===== src/rtl/fetch_decode_reg.sv =====
// IF/ID pipeline boundary: two-entry (main + skid) buffer between fetch and decode.
// Presents a NOP bubble when empty and latches HALT to stop further fetch acceptance.
module fetch_decode_reg #(
  parameter int               WIDTH     = 16,
  parameter logic [WIDTH-1:0] NOP_INSTR = 16'h0800,
  parameter logic [4:0]       HALT_OPC  = 5'b00000
) (
  input  logic             clk,
  input  logic             rst_n,
  input  logic             if_valid,
  input  logic [WIDTH-1:0] if_instr,
  input  logic [WIDTH-1:0] if_pc_next,
  output logic             if_ready,
  input  logic             flush,
  input  logic             id_ready,
  output logic             id_valid,
  output logic [WIDTH-1:0] id_instr,
  output logic [WIDTH-1:0] id_pc_next,
  output logic             halt_pend
);

  logic             main_valid, main_valid_nxt;
  logic [WIDTH-1:0] main_instr, main_instr_nxt;
  logic [WIDTH-1:0] main_pc,    main_pc_nxt;
  logic             skid_valid, skid_valid_nxt;
  logic [WIDTH-1:0] skid_instr, skid_instr_nxt;
  logic [WIDTH-1:0] skid_pc,    skid_pc_nxt;
  logic             halt_q,     halt_nxt;

  logic accept;
  logic pop;
  logic is_halt;

  // rst_n gates if_ready so fetch never advances while the buffer is held in reset.
  assign if_ready   = rst_n & ~skid_valid & ~halt_q;
  assign accept     = if_valid & if_ready;
  assign pop        = main_valid & id_ready;
  assign is_halt    = (if_instr[WIDTH-1 -: 5] == HALT_OPC);

  assign id_valid   = main_valid;
  assign id_instr   = main_valid ? main_instr : NOP_INSTR;
  assign id_pc_next = main_pc;
  assign halt_pend  = halt_q;

  always_comb begin
    // NOTE: every next-state signal gets a hold default first so no path through
    // the case below can leave one unassigned and infer a latch.
    main_valid_nxt = main_valid;
    main_instr_nxt = main_instr;
    main_pc_nxt    = main_pc;
    skid_valid_nxt = skid_valid;
    skid_instr_nxt = skid_instr;
    skid_pc_nxt    = skid_pc;
    halt_nxt       = halt_q;

    if (flush) begin
      // Payload registers keep their contents so id_pc_next holds its last value.
      main_valid_nxt = 1'b0;
      skid_valid_nxt = 1'b0;
      halt_nxt       = 1'b0;
    end else begin
      unique case ({skid_valid, main_valid})
        2'b00: begin
          if (accept) begin
            main_valid_nxt = 1'b1;
            main_instr_nxt = if_instr;
            main_pc_nxt    = if_pc_next;
          end
        end
        2'b01: begin
          if (pop && accept) begin
            main_instr_nxt = if_instr;
            main_pc_nxt    = if_pc_next;
          end else if (pop) begin
            main_valid_nxt = 1'b0;
          end else if (accept) begin
            skid_valid_nxt = 1'b1;
            skid_instr_nxt = if_instr;
            skid_pc_nxt    = if_pc_next;
          end
        end
        2'b11: begin
          if (pop) begin
            main_instr_nxt = skid_instr;
            main_pc_nxt    = skid_pc;
            skid_valid_nxt = 1'b0;
          end
        end
        default: begin
          // Skid without main is unreachable; recover to empty.
          main_valid_nxt = 1'b0;
          skid_valid_nxt = 1'b0;
        end
      endcase

      if (accept && is_halt) begin
        halt_nxt = 1'b1;
      end
    end
  end

  // NOTE: sequential state uses non-blocking assignments only, so every flop
  // samples pre-edge values regardless of evaluation order.
  always_ff @(posedge clk or negedge rst_n) begin
    if (!rst_n) begin
      main_valid <= 1'b0;
      main_instr <= '0;
      main_pc    <= '0;
      skid_valid <= 1'b0;
      skid_instr <= '0;
      skid_pc    <= '0;
      halt_q     <= 1'b0;
    end else begin
      main_valid <= main_valid_nxt;
      main_instr <= main_instr_nxt;
      main_pc    <= main_pc_nxt;
      skid_valid <= skid_valid_nxt;
      skid_instr <= skid_instr_nxt;
      skid_pc    <= skid_pc_nxt;
      halt_q     <= halt_nxt;
    end
  end

endmodule


===== config.mk =====
export PLATFORM = sky130hd
export DESIGN_NAME = fetch_decode_reg
export DESIGN_NICKNAME = d
export VERILOG_FILES = /design/src/rtl/fetch_decode_reg.sv
export SDC_FILE = /design/constraint.sdc
export NUM_CORES = 1
export LEC_CHECK = 0
export BUFFER_PORTS_ARGS = -buffer_cell sky130_fd_sc_hd__buf_2
export CAP_MARGIN = 20
export CORE_UTILIZATION = 51
export CTS_CLUSTER_SIZE = 28
export DETAILED_ROUTE_END_ITERATION = 10
export GPL_TIMING_DRIVEN = 0
export PLACE_DENSITY = 0.76
export SLEW_MARGIN = 20
export SYNTH_ARGS = -nofsm -noshare
export SYNTH_HDL_FRONTEND = slang
export SYNTH_SLANG_ARGS = --single-unit

===== constraint.sdc =====
create_clock -name clk -period 4.6 [get_ports clk]
set_input_delay 0.23 -clock clk [delete_from_list [all_inputs] [get_ports clk]]
set_output_delay 0.23 -clock clk [all_outputs]
set_load 0.03 [all_outputs]

### Word level (Yosys, flattened, before mapping)

Cells that the tools add are included.

* input port bits: 37
* word-level logic and storage cells: 59
* bits in registers: 67

* bitwise logic cells: 9
* muxes and demuxes: 20
* reduce and logical (&&, ||, !) cells: 10
* equal/unequal tests: 13

Operators with widths (number)
* $mux W16: 7
* $pmux W16 S3: 2
* $ne A3 B3 Y1 const B: 6
* $reduce_and A5 Y1: 3
* $ne A2 B2 Y1 const B: 5
* $mux W1: 9
* $pmux W1 S3: 2
* $logic_not A5 Y1: 1
* $not A1 Y1: 5
* $and A1 B1 Y1: 4
* $reduce_and A4 Y1: 1
* $reduce_bool A3 Y1: 1
* $eq A2 B1 Y1 const B: 1
* $eq A2 B2 Y1 const B: 1
* $logic_and A1 B1 Y1: 2
* $logic_not A2 Y1: 1
* $reduce_bool A2 Y1: 1

### Longest topological paths before layout

* depth after elaboration: 9
* gate-level depth with buffers: 8
* mapped depth without buffers: 5

### Worst setup path after synthesis

No wires, ideal clock.

* kind: reg2reg
* start: register main_valid (netlist: id_valid)
* end: register main_pc[0] (netlist: id_pc_next[0])
* slack: 1.833 ns
* cell stages (with the launch flop): 9
* arrival time: 2.642 ns
* path buffers: 3
* data required time: 4.475 ns
* cells stage by stage: dfrtp_1 clkbuf_1 clkbuf_1 inv_1 ha_1 or2_4 a2111oi_4 buf_6 mux2_4

* cells in the longest elaborated chain, start to end: 4

Ends and longest elaborated chain
* start, declared: RTL line 22 `logic main_valid, main_valid_nxt;`
* start signal, assigned: RTL line 114 `main_valid <= main_valid_nxt;`
* $and A1 B1 Y1: RTL line 37 `assign pop = main_valid & id_ready;`
* $logic_and A1 B1 Y1: RTL line 71 `if (pop && accept) begin`
* $ne A2 B2 Y1 (no line)
* $reduce_and A5 Y1 (no line)
* end signal, assigned: RTL line 116 `main_pc <= main_pc_nxt;`
* end, declared: RTL line 24 `logic [WIDTH-1:0] main_pc, main_pc_nxt;`

Parallel ways exist; a longest one is shown, timed or not.
A chain may end at the register's enable or synchronous reset.

### Final worst setup path

* start: register main_valid (netlist: id_valid)
* end: register main_instr[12]

* cells in the longest elaborated chain, start to end: 4

Ends and longest elaborated chain
* $and A1 B1 Y1: RTL line 37
* $logic_and A1 B1 Y1: RTL line 71
* $ne A2 B2 Y1 (no line)
* $reduce_and A5 Y1 (no line)
* end signal, assigned: RTL line 115 `main_instr <= main_instr_nxt;`
* end, declared: RTL line 23 `logic [WIDTH-1:0] main_instr, main_instr_nxt;`

Parallel ways exist; a longest one is shown, timed or not.

==> results.cfg <==
[global_routing]
grt_start_max_net_pins = 41
grt_pass1_vias = 2011
initial_antenna_violation_count = 0
grt_first_pass_wirelength_um = 9730
grtUsageTotal = 0.198
grt_overflow_total = 0

[logic_synthesis]
yosysUniqueCellTypes = 26
post_synth_edffs = 0
yosysSeqAreaShare = 0.506
ys_warn_count = 0
synthCells = 218
synth.ff_latch_count = 67
ys_async_sr_fraction = 1.00
synth_top_cells_by_area = sky130_fd_sc_hd__dfrtp_1, sky130_fd_sc_hd__mux2_2, sky130_fd_sc_hd__mux2_4
total_nets_after_synthesis = 258
synth_top_cell_by_area = sky130_fd_sc_hd__dfrtp_1
yosys.area.top_type_share = 0.506
postSynth.topFlopCell = sky130_fd_sc_hd__dfrtp_1
synth_area_um2 = 3310
synthesized_area_per_cell_um2 = 15.2

[timing]
period_share = 0.693
rsz0062_at_grt = no
timing.fmax_mhz = 314
fin_worst_skew_ns = 0.00796
slew_of_the_pin_with_the_lowest_slew_margin_ns = 0.616
report.final.setup_viol = 0
final_hold_viol_count = 0
slew_headroom = 0.590
final_period_minus_worst_setup_slack_ns = 3.19
slew_violations = 0
finalSetupTns_ns = 0

[route]
firstDrtPassIters = 4
drc = 0
avgRoutedWirePerCell_um = 16.1
initialDrtViolationCount = 49
via_count = 2036
vias_per_cell = 5.34
drtAntennaViolNets = 0
wirelength_um = 6150

[critical_path]
crit_path_end_kind = flip-flop
setup.worst_path.start_class = flip-flop
timing.critical_path.required_ns = 4.81
cp_data_arrival_time_ns = 3.40
reg2reg_depth = 8
timing_worst_setup_path_type = flip-flop to flip-flop
crit_path_max_fanout = 10

[cts]
clock-sinks = 67
clock-root-buffer = sky130_fd_sc_hd__clkbuf_8
cts.repair_timing.setup_buffer_count = 0
clock_slew_at_reported_path_ffs_ns = 0.07
cts_tree = done
tritoncts.num_buffers = 9
cts_hold_repair.buffers = 1
htree_levels = 3
clock_latency_ns = 0.33
cts.path.max_buffers = 2
cts_repair_resize_count = 0

[placement]
place_hpwl_um = 4220
count_of_buffers_inserted_at_the_top_level_ports = 71
gp_congestion = 0.773
place_inst = 365

[layout]
final_instance_count_without_filler_cells = 381
final_common_cell = sky130_fd_sc_hd__buf_2
area_of_combinational_cells_with_multiple_inputs_um2 = 1530
final_net_count = 342
syn2layout_area_growth_pct = 19.4
antenna_diode_instance_count = 0
final_layout_size_suffix_gt1_frac = 0.624
ff_latch_area_um2 = 1680
mostFrequentLayoutCells = sky130_fd_sc_hd__buf_2, sky130_fd_sc_hd__dfrtp_1, sky130_fd_sc_hd__mux2_2, sky130_fd_sc_hd__mux2_4, sky130_fd_sc_hd__and2_1
nFillCells = 475

[outcome]
run_status = finished clean

[power_and_ir_drop]
power.static_leakage_nw = 1.86
peak_supply_drop_mv = 0.314
power_density_nw_per_um2 = 485

[floorplanning]
fp.dieArea_um2 = 6820
start_util = 0.543
fp-row-count = 28
design.portCount = 72
floorplan.core_area_um2 = 6100
die_height_um = 82.6
chipWidth_um = 82.6

[min_path]
worst_hold_path_type = primary input to flip-flop
hold_depth = 2

[job]
max_cap_violations = 0
## flip-flops by register name, indices dropped and copies added, names as in the netlist
name / cells
skid_valid: 1
skid_instr: 16
id_valid: 1
id_pc_next: 16
skid_pc: 16
halt_pend: 1
main_instr: 16
## synthesized netlist by cell type, drive strengths merged, types with 2 or more instances
cell	number
nor3b	2
inv	4
mux2	96
buf	6
clkbuf	6
ha	3
a2111oi	2
nor2b	2
dfrtp	67
and2	15
## path summary, 6_finish.rpt
path	slack [ns]	end	startpoint
setup / recovery	1.41	main_instr[12]	id_valid
hold / removal	0.14	skid_pc[13]	if_pc_next[13]
setup reg to reg	1.41	main_instr[12]	id_valid
max in group asynchronous	3.68	id_pc_next[7]	rst_n
hold reg to reg	0.50	main_instr[15]	main_instr[15]
min in group asynchronous	0.38	skid_instr[10]	rst_n
## layout make-up
class / count / area share
clock buffers: 12 / 0.0367
plain buffers: 12 / 0.0228
repair buffers: 73 / 0.0981
multi-input cells: 135 / 0.387
inverters: 4 / 0.00380
well taps: 75 / 0.0237
clock inverters: 3 / 0.00380
flip-flops and latches: 67 / 0.424
## critical path, stage by stage (launching register included)
cell and delay [ns]:
sky130_fd_sc_hd__dfrtp_1 0.51, sky130_fd_sc_hd__clkbuf_1 0.40, sky130_fd_sc_hd__clkbuf_1 0.40, sky130_fd_sc_hd__inv_1 0.08
sky130_fd_sc_hd__ha_1 0.25, sky130_fd_sc_hd__or2_4 0.28, sky130_fd_sc_hd__a2111oi_4 0.57, sky130_fd_sc_hd__buf_6 0.26
sky130_fd_sc_hd__mux2_4 0.32
## power breakdown
part	switching, mW	internal, mW	leakage (nW)
logic	0.293	0.316	0.950
registers	0.105	0.796	0.824
clock network	0.203	0.205	0.0860
total	0.601	1.32	1.86
## metal layers
metal | GRT usage | wire [um] | vias up
met5 | 0 | 0 | -
met4 | 0.0879 | 95 | 0
met3 | 0.0582 | 378 | 8
met2 | 0.312 | 2820 | 60
met1 | 0.252 | 2850 | 1025
li1 | - | - | 943
## through the flow
| stage | total power, mW | hold slack, ns | util | worst slack, ns | cell area, um2 |
|---|---|---|---|---|---|
| 2_1_floorplan | 1.35 | -0.0656 | - | 1.83 | 3310 |
| 3_3_place_gp | 1.49 | 0.477 | 0.617 | 1.43 | 3760 |
| 3_5_place_dp | 1.52 | 0.185 | 0.621 | 1.37 | 3780 |
| 4_1_cts | 1.94 | 0.124 | 0.649 | 1.35 | 3950 |
| 5_1_grt | 2.03 | 0.132 | 0.649 | 1.18 | 3950 |
| 6_report | 1.92 | 0.136 | 0.649 | 1.41 | 3950 |
## kinds of logic after synthesis
family,share of synthesized area
compound gates,0.0348
mux,0.360
fa+ha+maj,0.0113
flops,0.506
buf+inv,0.0317
simple gates,0.0555
Power figures use the tool's default switching activity.
